$ cat src/rtl/wheel_pkg.sv
// Shared definitions for the wheel encoder emulator and the ext-sync decoder,
// so both ends agree on state encodings, phase stepping and direction.
package wheel_pkg;

    localparam int US_TICK_DIV = 100;

    typedef logic [1:0] state_t;
    localparam state_t ST_IDLE = 2'd0;
    localparam state_t ST_RUN  = 2'd1;
    localparam state_t ST_DONE = 2'd2;

    localparam logic DIR_FWD = 1'b1;
    localparam logic DIR_REV = 1'b0;

    // Phase advances by +1 (forward) or -1 mod 4 (reverse).
    localparam logic [1:0] Q_RESET    = 2'b00;
    localparam logic [1:0] Q_STEP_FWD = 2'd1;
    localparam logic [1:0] Q_STEP_REV = 2'd3;

    // Gray-coded channel pair {A, B} for a phase value.
    function automatic logic [1:0] phase_to_ab(input logic [1:0] q);
        return {q[1] ^ q[0], q[1]};
    endfunction

endpackage

$ cat src/rtl/quad_wheel_emulator_if.sv
// Control/status bundle between a host (master) and the wheel emulator (slave).
interface quad_wheel_emulator_if #(
    parameter int PERIOD_W = 16,
    parameter int COUNT_W  = 32
);
    logic                i_enable;
    logic                i_start;
    logic                i_dir;
    logic [PERIOD_W-1:0] i_period;
    logic [COUNT_W-1:0]  i_step_count;
    logic                i_pos_clr;
    logic                o_ch_a;
    logic                o_ch_b;
    logic                o_busy;
    logic                o_done;
    logic [COUNT_W-1:0]  o_position;

    modport master (
        output i_enable, i_start, i_dir, i_period, i_step_count, i_pos_clr,
        input  o_ch_a, o_ch_b, o_busy, o_done, o_position
    );

    modport slave (
        input  i_enable, i_start, i_dir, i_period, i_step_count, i_pos_clr,
        output o_ch_a, o_ch_b, o_busy, o_done, o_position
    );
endinterface

$ cat src/rtl/us_tick_gen.sv
// Free-running prescaler producing a one-cycle tick every DIV clocks,
// high while the count sits at zero.
module us_tick_gen #(
    parameter int DIV = 100
) (
    input  logic clk,
    input  logic rst_n,
    output logic tick
);
    localparam int W = (DIV > 1) ? $clog2(DIV) : 1;

    logic [W-1:0] cnt;

    always_ff @(posedge clk) begin
        if (!rst_n)
            cnt <= '0;
        else if (cnt == W'(DIV - 1))
            cnt <= '0;
        else
            cnt <= cnt + W'(1);
    end

    assign tick = (cnt == '0);

endmodule

$ cat src/rtl/quad_wheel_emulator.sv
// Quadrature A/B pulse generator emulating the track wheel encoder, with
// programmable step period, direction and count, plus emitted-position tracking.
module quad_wheel_emulator
    import wheel_pkg::*;
#(
    parameter int CLK_DIV  = US_TICK_DIV,
    parameter int PERIOD_W = 16,
    parameter int COUNT_W  = 32
) (
    input  logic                  clk,
    input  logic                  rst_n,
    quad_wheel_emulator_if.slave  bus
);
    logic                tick;
    state_t              state;
    logic [1:0]          q;
    logic [1:0]          q_next;
    logic                ch_a;
    logic                ch_b;
    logic                step;
    logic                lat_dir;
    logic [PERIOD_W-1:0] lat_period;
    logic [PERIOD_W-1:0] per_cnt;
    logic [COUNT_W-1:0]  lat_count;
    logic [COUNT_W-1:0]  emitted;
    logic [COUNT_W-1:0]  position;

    us_tick_gen #(.DIV(CLK_DIV)) u_tick (
        .clk   (clk),
        .rst_n (rst_n),
        .tick  (tick)
    );

    // A step fires on the tick that closes the latched period; an abort wins over it.
    always_comb begin
        step   = (state == ST_RUN) && bus.i_enable && tick
                 && (per_cnt == lat_period - PERIOD_W'(1));
        q_next = q + ((lat_dir == DIR_REV) ? Q_STEP_REV : Q_STEP_FWD);
    end

    always_ff @(posedge clk) begin
        if (!rst_n) begin
            state      <= ST_IDLE;
            lat_dir    <= DIR_FWD;
            lat_period <= PERIOD_W'(1);
            lat_count  <= '0;
            per_cnt    <= '0;
            emitted    <= '0;
        end else if (!bus.i_enable) begin
            state <= ST_IDLE;
        end else begin
            case (state)
                ST_IDLE: begin
                    if (bus.i_start) begin
                        state      <= ST_RUN;
                        lat_dir    <= bus.i_dir;
                        lat_period <= (bus.i_period == '0) ? PERIOD_W'(1) : bus.i_period;
                        lat_count  <= bus.i_step_count;
                        per_cnt    <= '0;
                        emitted    <= '0;
                    end
                end
                ST_RUN: begin
                    if (step) begin
                        per_cnt <= '0;
                        emitted <= emitted + COUNT_W'(1);
                        // A zero count means continuous; the emitted counter just wraps.
                        if (lat_count != '0 && emitted + COUNT_W'(1) == lat_count)
                            state <= ST_DONE;
                    end else if (tick) begin
                        per_cnt <= per_cnt + PERIOD_W'(1);
                    end
                end
                default: state <= ST_IDLE;
            endcase
        end
    end

    always_ff @(posedge clk) begin
        if (!rst_n) begin
            q    <= Q_RESET;
            ch_a <= 1'b0;
            ch_b <= 1'b0;
        end else if (step) begin
            q              <= q_next;
            {ch_a, ch_b}   <= phase_to_ab(q_next);
        end
    end

    // Clear outranks a coincident step, dropping that step's contribution.
    always_ff @(posedge clk) begin
        if (!rst_n)
            position <= '0;
        else if (bus.i_pos_clr)
            position <= '0;
        else if (step)
            position <= (lat_dir == DIR_FWD) ? position + COUNT_W'(1)
                                             : position - COUNT_W'(1);
    end

    assign bus.o_ch_a     = ch_a;
    assign bus.o_ch_b     = ch_b;
    assign bus.o_busy     = (state == ST_RUN);
    assign bus.o_done     = (state == ST_DONE);
    assign bus.o_position = position;

endmodule

$ cat src/flat_wrapper.sv
// flat-port wrapper written by rule: the top's interface ports become plain ports
module quad_wheel_emulator_flat import wheel_pkg::*;
#(
    parameter int CLK_DIV  = US_TICK_DIV,
    parameter int PERIOD_W = 16,
    parameter int COUNT_W  = 32
)
  (clk, rst_n, bus_i_enable, bus_i_start, bus_i_dir, bus_i_period, bus_i_step_count, bus_i_pos_clr, bus_o_ch_a, bus_o_ch_b, bus_o_busy, bus_o_done, bus_o_position);
  quad_wheel_emulator_if #(.PERIOD_W(PERIOD_W), .COUNT_W(COUNT_W)) bus_i ();
  input  logic clk;
  input  logic rst_n;
  input wire logic [$bits(bus_i.i_enable)-1:0] bus_i_enable;
  input wire logic [$bits(bus_i.i_start)-1:0] bus_i_start;
  input wire logic [$bits(bus_i.i_dir)-1:0] bus_i_dir;
  input wire logic [$bits(bus_i.i_period)-1:0] bus_i_period;
  input wire logic [$bits(bus_i.i_step_count)-1:0] bus_i_step_count;
  input wire logic [$bits(bus_i.i_pos_clr)-1:0] bus_i_pos_clr;
  output wire logic [$bits(bus_i.o_ch_a)-1:0] bus_o_ch_a;
  output wire logic [$bits(bus_i.o_ch_b)-1:0] bus_o_ch_b;
  output wire logic [$bits(bus_i.o_busy)-1:0] bus_o_busy;
  output wire logic [$bits(bus_i.o_done)-1:0] bus_o_done;
  output wire logic [$bits(bus_i.o_position)-1:0] bus_o_position;
  assign bus_i.i_enable = bus_i_enable;
  assign bus_i.i_start = bus_i_start;
  assign bus_i.i_dir = bus_i_dir;
  assign bus_i.i_period = bus_i_period;
  assign bus_i.i_step_count = bus_i_step_count;
  assign bus_i.i_pos_clr = bus_i_pos_clr;
  assign bus_o_ch_a = bus_i.o_ch_a;
  assign bus_o_ch_b = bus_i.o_ch_b;
  assign bus_o_busy = bus_i.o_busy;
  assign bus_o_done = bus_i.o_done;
  assign bus_o_position = bus_i.o_position;
  quad_wheel_emulator #(.CLK_DIV(CLK_DIV), .PERIOD_W(PERIOD_W), .COUNT_W(COUNT_W)) u_core (.clk(clk), .rst_n(rst_n), .bus(bus_i));
endmodule
$ cat config.mk
export PLATFORM = sky130hd
export DESIGN_NAME = quad_wheel_emulator_flat
export DESIGN_NICKNAME = d
export VERILOG_FILES = /design/src/rtl/wheel_pkg.sv /design/src/rtl/quad_wheel_emulator_if.sv /design/src/rtl/us_tick_gen.sv /design/src/rtl/quad_wheel_emulator.sv /design/src/flat_wrapper.sv
export SDC_FILE = /design/constraint.sdc
export NUM_CORES = 1
export LEC_CHECK = 0
export CAP_MARGIN = 10
export CORE_ASPECT_RATIO = 1.75
export CORE_MARGIN = 5
export CORE_UTILIZATION = 58
export DETAILED_ROUTE_END_ITERATION = 6
export GPL_ROUTABILITY_DRIVEN = 0
export GPL_TIMING_DRIVEN = 0
export PLACE_DENSITY = 0.81
export SYNTH_ARGS = -nofsm -noshare
export SYNTH_HDL_FRONTEND = slang
export SYNTH_SLANG_ARGS = --single-unit
$ cat constraint.sdc
create_clock -name clk -period 4.01 [get_ports clk]
set_input_delay 0.6015 -clock clk [delete_from_list [all_inputs] [get_ports clk]]
set_output_delay 0.6015 -clock clk [all_outputs]
set_load 0.02 [all_outputs]
* Yosys cells after proc, flatten, opt, wreduce, memory -nomap -nowiden
Index checks and enable logic that the tools add are counted.
Word-level totals: flip-flop bits (word level) 142, input bits 54, output and inout bits 36, logic and storage cells 59
Operators by class: add/subtract/negate cells 7, equal/unequal tests 9, mux-type cells 14, bitwise gates (word level) 2, reduce and logical (&&, ||, !) cells 16
Operators with widths (number):
- 32-bit 2-to-1 mux | 3
- 32-bit by 1-bit adder with 32-bit output (second input constant) | 2
- 16-bit 2-to-1 mux | 4
- 32-bit one-hot mux with 2 select lines | 1
- 32-bit equality test | 1
- 16-bit one-hot mux with 2 select lines | 1
- 32-bit nonzero test | 1
- 32-bit by 1-bit subtractor with 32-bit output (second input constant) | 1
- 16-bit by 1-bit adder with 16-bit output (second input constant) | 1
- 16-bit equality test | 1
- 16-bit zero test | 1
- 16-bit by 1-bit subtractor with 16-bit output (second input constant) | 1
- 2-bit 2-to-1 mux | 4
- 4-bit AND reduction | 2
- 7-bit by 1-bit adder with 7-bit output (second input constant) | 1
- 7-bit equality test (second input constant) | 1
- 7-bit zero test | 1
- 3-bit AND reduction | 2
- 1-bit logical AND | 4
- 2-bit by 1-bit inequality test with 1-bit output (second input constant) | 2
- 2-bit one-hot mux with 2 select lines | 1
- 2-bit OR reduction | 2
- 3-bit by 1-bit inequality test with 1-bit output (second input constant) | 1
- 2-bit adder | 1
- 8 further kinds | 8

* Longest topological paths before layout
word-level depth 6, depth in mapped cells 16

* Cells and area by module
Synthesis repeated with hierarchy kept, for this count alone.
Unflattened totals: cell total of the unflattened synthesis 1140, area total of the unflattened synthesis 8808.4 µm²
Modules (own cells, without submodules):
- quad_wheel_emulator | instances 1, cells an instance 1106, area each 8489.4 µm²
- us_tick_gen | instances 1, cells an instance 34, area each 319.1 µm²

* Worst setup path before layout
No wires, ideal clock.
path type register to register, from register u_core.lat_period[0], to register u_core.emitted[14], setup time 0.132 ns, arrival 3.220 ns, data required time 3.878 ns, path slack 0.658 ns, stages on the path, launching flop included 15, period minus slack after synthesis 3.352 ns, cell sequence dfxtp_1 -> inv_1 -> ha_1 -> or4b_1 -> buf_2 -> nor4_4 -> xnor2_1 -> o21a_1 -> or3_1 -> or4b_1 -> buf_4 -> a21o_1 -> buf_6 -> a211oi_2 -> nor3_1
Between the ends: longest elaborated chain between the ends 5
Ends and longest elaborated chain:
- start: declaration | RTL line quad_wheel_emulator.sv:22 | logic [PERIOD_W-1:0] lat_period;
- start signal: assignment | RTL line quad_wheel_emulator.sv:57 | lat_period <= (bus.i_period == '0) ? PERIOD_W'(1) : bus.i_period;
- 16-bit by 1-bit subtractor with 16-bit output | RTL line quad_wheel_emulator.sv:37 | && (per_cnt == lat_period - PERIOD_W'(1));
- 16-bit equality test | RTL line quad_wheel_emulator.sv:37
- 1-bit logical AND | RTL line quad_wheel_emulator.sv:37
- 2-bit by 1-bit inequality test with 1-bit output (no line)
- 4-bit AND reduction (no line)
- end signal: assignment | RTL line quad_wheel_emulator.sv:66 | emitted <= emitted + COUNT_W'(1);
- end: declaration | RTL line quad_wheel_emulator.sv:25 | logic [COUNT_W-1:0] emitted;
Every way passes these cells. A chain may end at the register's enable or synchronous reset.

* Worst setup path after layout
from register u_core.u_tick.cnt[2], to register u_core.emitted[2]
Between the ends: longest elaborated chain between the ends 5
Ends and longest elaborated chain:
- start: declaration | RTL line us_tick_gen.sv:12 | logic [W-1:0] cnt;
- start signal: assignment | RTL line us_tick_gen.sv:20 | cnt <= cnt + W'(1);
- 7-bit zero test | RTL line us_tick_gen.sv:23 | assign tick = (cnt == '0);
- 1-bit logical AND | RTL line quad_wheel_emulator.sv:36 | step = (state == ST_RUN) && bus.i_enable && tick
- 1-bit logical AND | RTL line quad_wheel_emulator.sv:37
- 2-bit by 1-bit inequality test with 1-bit output (no line)
- 4-bit AND reduction (no line)
Every way passes these cells.

==> flow_summary.ini <==
[timing]
rsz0062_at_grt = false
hold_violations = 0
layout_min_cycle_time_ns = 3.855
slew_viol_final = 0
tightest_slew_ns = 0.8211
max_freq_mhz = 259.4
timing.slew.headroom_pct = 44.96
finalSetupViolCount = 0
skew_ns = 0.01182
period_share_pct = 96.13

[synth]
synth_cell_type_count = 71
async_flop_share_pct = 0
synth-edff-count = 0
synth_area_sq_mm = 0.008984
yosysWarnings = 0
syn_avg_cell_area_sq_um = 7.659
synthTopCellsByArea = dfxtp_1 31%, nand2_1 9.4%, xnor2_1 6.1%
synth_top_area_cell = dfxtp_1
synthesis.nets = 1263
synth_cells = 1173
synth_top_area_share_pct = 31.42
ys_seq_area_share_pct = 31.42
synth_ff_type = dfxtp_1
synth-seq-cells = 141

[layout]
final_cell_mix = 224 x nand2_1, 141 x dfxtp_1, 103 x a21oi_1, 89 x clkdlybuf4s50_1, 70 x nor2_1
final_cells = 1490
area_growth_pct = 21.37
final_cell_area_sq_mm = 0.01090
nets = 1381
final_common_cell = nand2_1
n_antenna_cell = 0
drive_gt1_share_pct = 7.132

[clock_tree]
hold_buffers = 0
cts-buffers-inserted = 17
htreeDepth = 4
numClockSinks = 141
insertion_delay_ns = 0.43
clk_path_buf_depth = 2
cts_tree = built
clk_pin_slew_ns = 0.07
cts-root-buf = clkbuf_16

[power_and_ir_drop]
p_int_w = 0.002716
total_power_w = 0.003647
switching_share_pct = 25.52
comb_power_share_pct = 10.7
seq_power_share_pct = 40.1
leakagePower_nw = 4.136
ir_drop_mv = 0.2447
powerDensity_mw_per_mm2 = 334.5
p_clk_share_pct = 49.2
p_sw_w = 0.0009309

[critical_path]
endpoint_kind = flip-flop
path_max_fanout = 10
crit_type = flip-flop to flip-flop
cp-start-kind = flip-flop
crit_arrival_ns = 4.21
crit_required_ns = 4.36

[min_path]
hp-class = flip-flop to flip-flop

[drt]
drcViolationCount = 0
wl_um = 25270
via_count = 8961
drt-initial-drc-count = 411
wl_per_cell_um = 16.96
viasPerCell = 6.014
ant_nets = 0
dr.pass1.iters = 5

[flow_run]
drv_cap = 0

[global_routing]
grt_use_total_pct = 27.16
antenna_found_initial = 0
grt_pass1_vias = 8633
grt_pass1_wl_um = 40650
grt_max_degree = 18
overflow = 0

[die]
core_sq_mm = 0.01531
num_io_pins = 90
dieArea_sq_mm = 0.01818
die_y_um = 174.6
die_width_um = 104.1
initial_core_util_pct = 58.66
rows = 60

[placed_design]
dp.cells = 1448
hpwlAfterDp_um = 18880
port_buffers = 89
placed_area_sq_mm = 0.01011

[outcome]
outcome = complete, no violations
-- final timing paths --
kind | slack (ns) | start | to | cells after the start
worst max-delay path | 0.16 | u_core.u_tick.cnt[2] | u_core.emitted[2] | 10
worst min register to register | 0.47 | u_core.u_tick.cnt[0] | u_core.u_tick.cnt[0] | 1
worst max register to register | 0.16 | u_core.u_tick.cnt[2] | u_core.emitted[2] | 10
worst min-delay path | 0.47 | u_core.u_tick.cnt[0] | u_core.u_tick.cnt[0] | 1
-- state kept, by name, indices dropped and copies added, names as in the netlist --
signal                 count
u_core.bus.o_ch_b          1
u_core.lat_dir             1
u_core.lat_count          32
u_core.q                   1
u_core.bus.o_position     32
u_core.per_cnt            16
u_core.bus.o_ch_a          1
u_core.lat_period         16
u_core.u_tick.cnt          7
u_core.state               2
u_core.emitted            32
-- cells by family (layout without fill, tap and decap cells) --
group	Yosys count	count (layout)	share of synthesized area (%)
compound gates	282	282	19.89
xor+xnor	98	98	9.554
fa+ha+maj	36	36	5.098
buf+inv	87	218	4.471
flops	141	141	31.42
mux	9	9	1.017
simple gates	520	520	28.55
-- cells in the mapped netlist (all sizes together) (24+ instances only) --
master,n
ha,35
dfxtp,141
xor2,35
clkbuf,43
o21ai,44
nor2b,24
a21boi,50
nand2,224
xnor2,63
a21oi,105
and3,31
nor2,70
nor3,36
nand3,32
-- critical path: stages (launching register included) --
cell and delay (ns):
dfxtp_1 0.35, nor3_1 0.43, nand3_1 0.22, or4_1 0.58, a2111oi_1 0.42, or3b_2 0.53
nor4b_4 0.37, clkbuf_4 0.31, clkbuf_4 0.28, a21oi_1 0.11, nor3b_1 0.19
-- per-layer routing --
layer  routed length [um]  vias to the layer above  track usage (%)
met1                 9121                     4194            26.51
met2                13380                      291            50.91
met4                 1669                        0            18.69
met3                 1106                      107            4.695
met5                    0                        -                0
li1                     -                     4369                -
-- stage by stage --
step | setup slack (ns) | utilization [%] | setup TNS (ns) | hold slack [ns]
global placement | -0.1301 | 66.00 | -0.5048 | 0.4422
CTS | 0.007793 | 70.53 | 0 | 0.4658
floorplan | 0.6582 | - | 0 | 0.4297
global route | 0.007438 | 71.19 | 0 | 0.4973
finish | 0.1554 | 71.19 | 0 | 0.4670
detailed placement | -0.1934 | 66.03 | -0.6368 | 0.4523
-- power by group through the flow --
| stage | sequential [W] | clock, W | combinational, W |
|---|---|---|---|
| 2_1_floorplan | 0.00148 | 0 | 0.000243 |
| 3_3_place_gp | 0.00149 | 0 | 0.000367 |
| 3_5_place_dp | 0.00149 | 0 | 0.000375 |
| 4_1_cts | 0.00146 | 0.00180 | 0.000380 |
| 5_1_grt | 0.00146 | 0.00186 | 0.000430 |
| 6_report | 0.00146 | 0.00179 | 0.000392 |
-- repair_timing --
action,in CTS,in global routing
gates cloned,1,0
buffers inserted,0,9
resized for setup,5,9
pin swaps,0,3
setup endpoints to repair,13,41
-- cell type report --
type	instances	area (sq um)
inverters	22	88.84
flip-flops and latches	141	2823
fillers	1280	4412
clock inverters	15	235.2
well taps	186	232.7
multi-input cells	945	5808
repair inverters	1	7.507
repair buffers	98	958.4
clock buffers	17	425.4
plain buffers	65	324.1
Note: power is estimated with default switching activity, not from simulation.
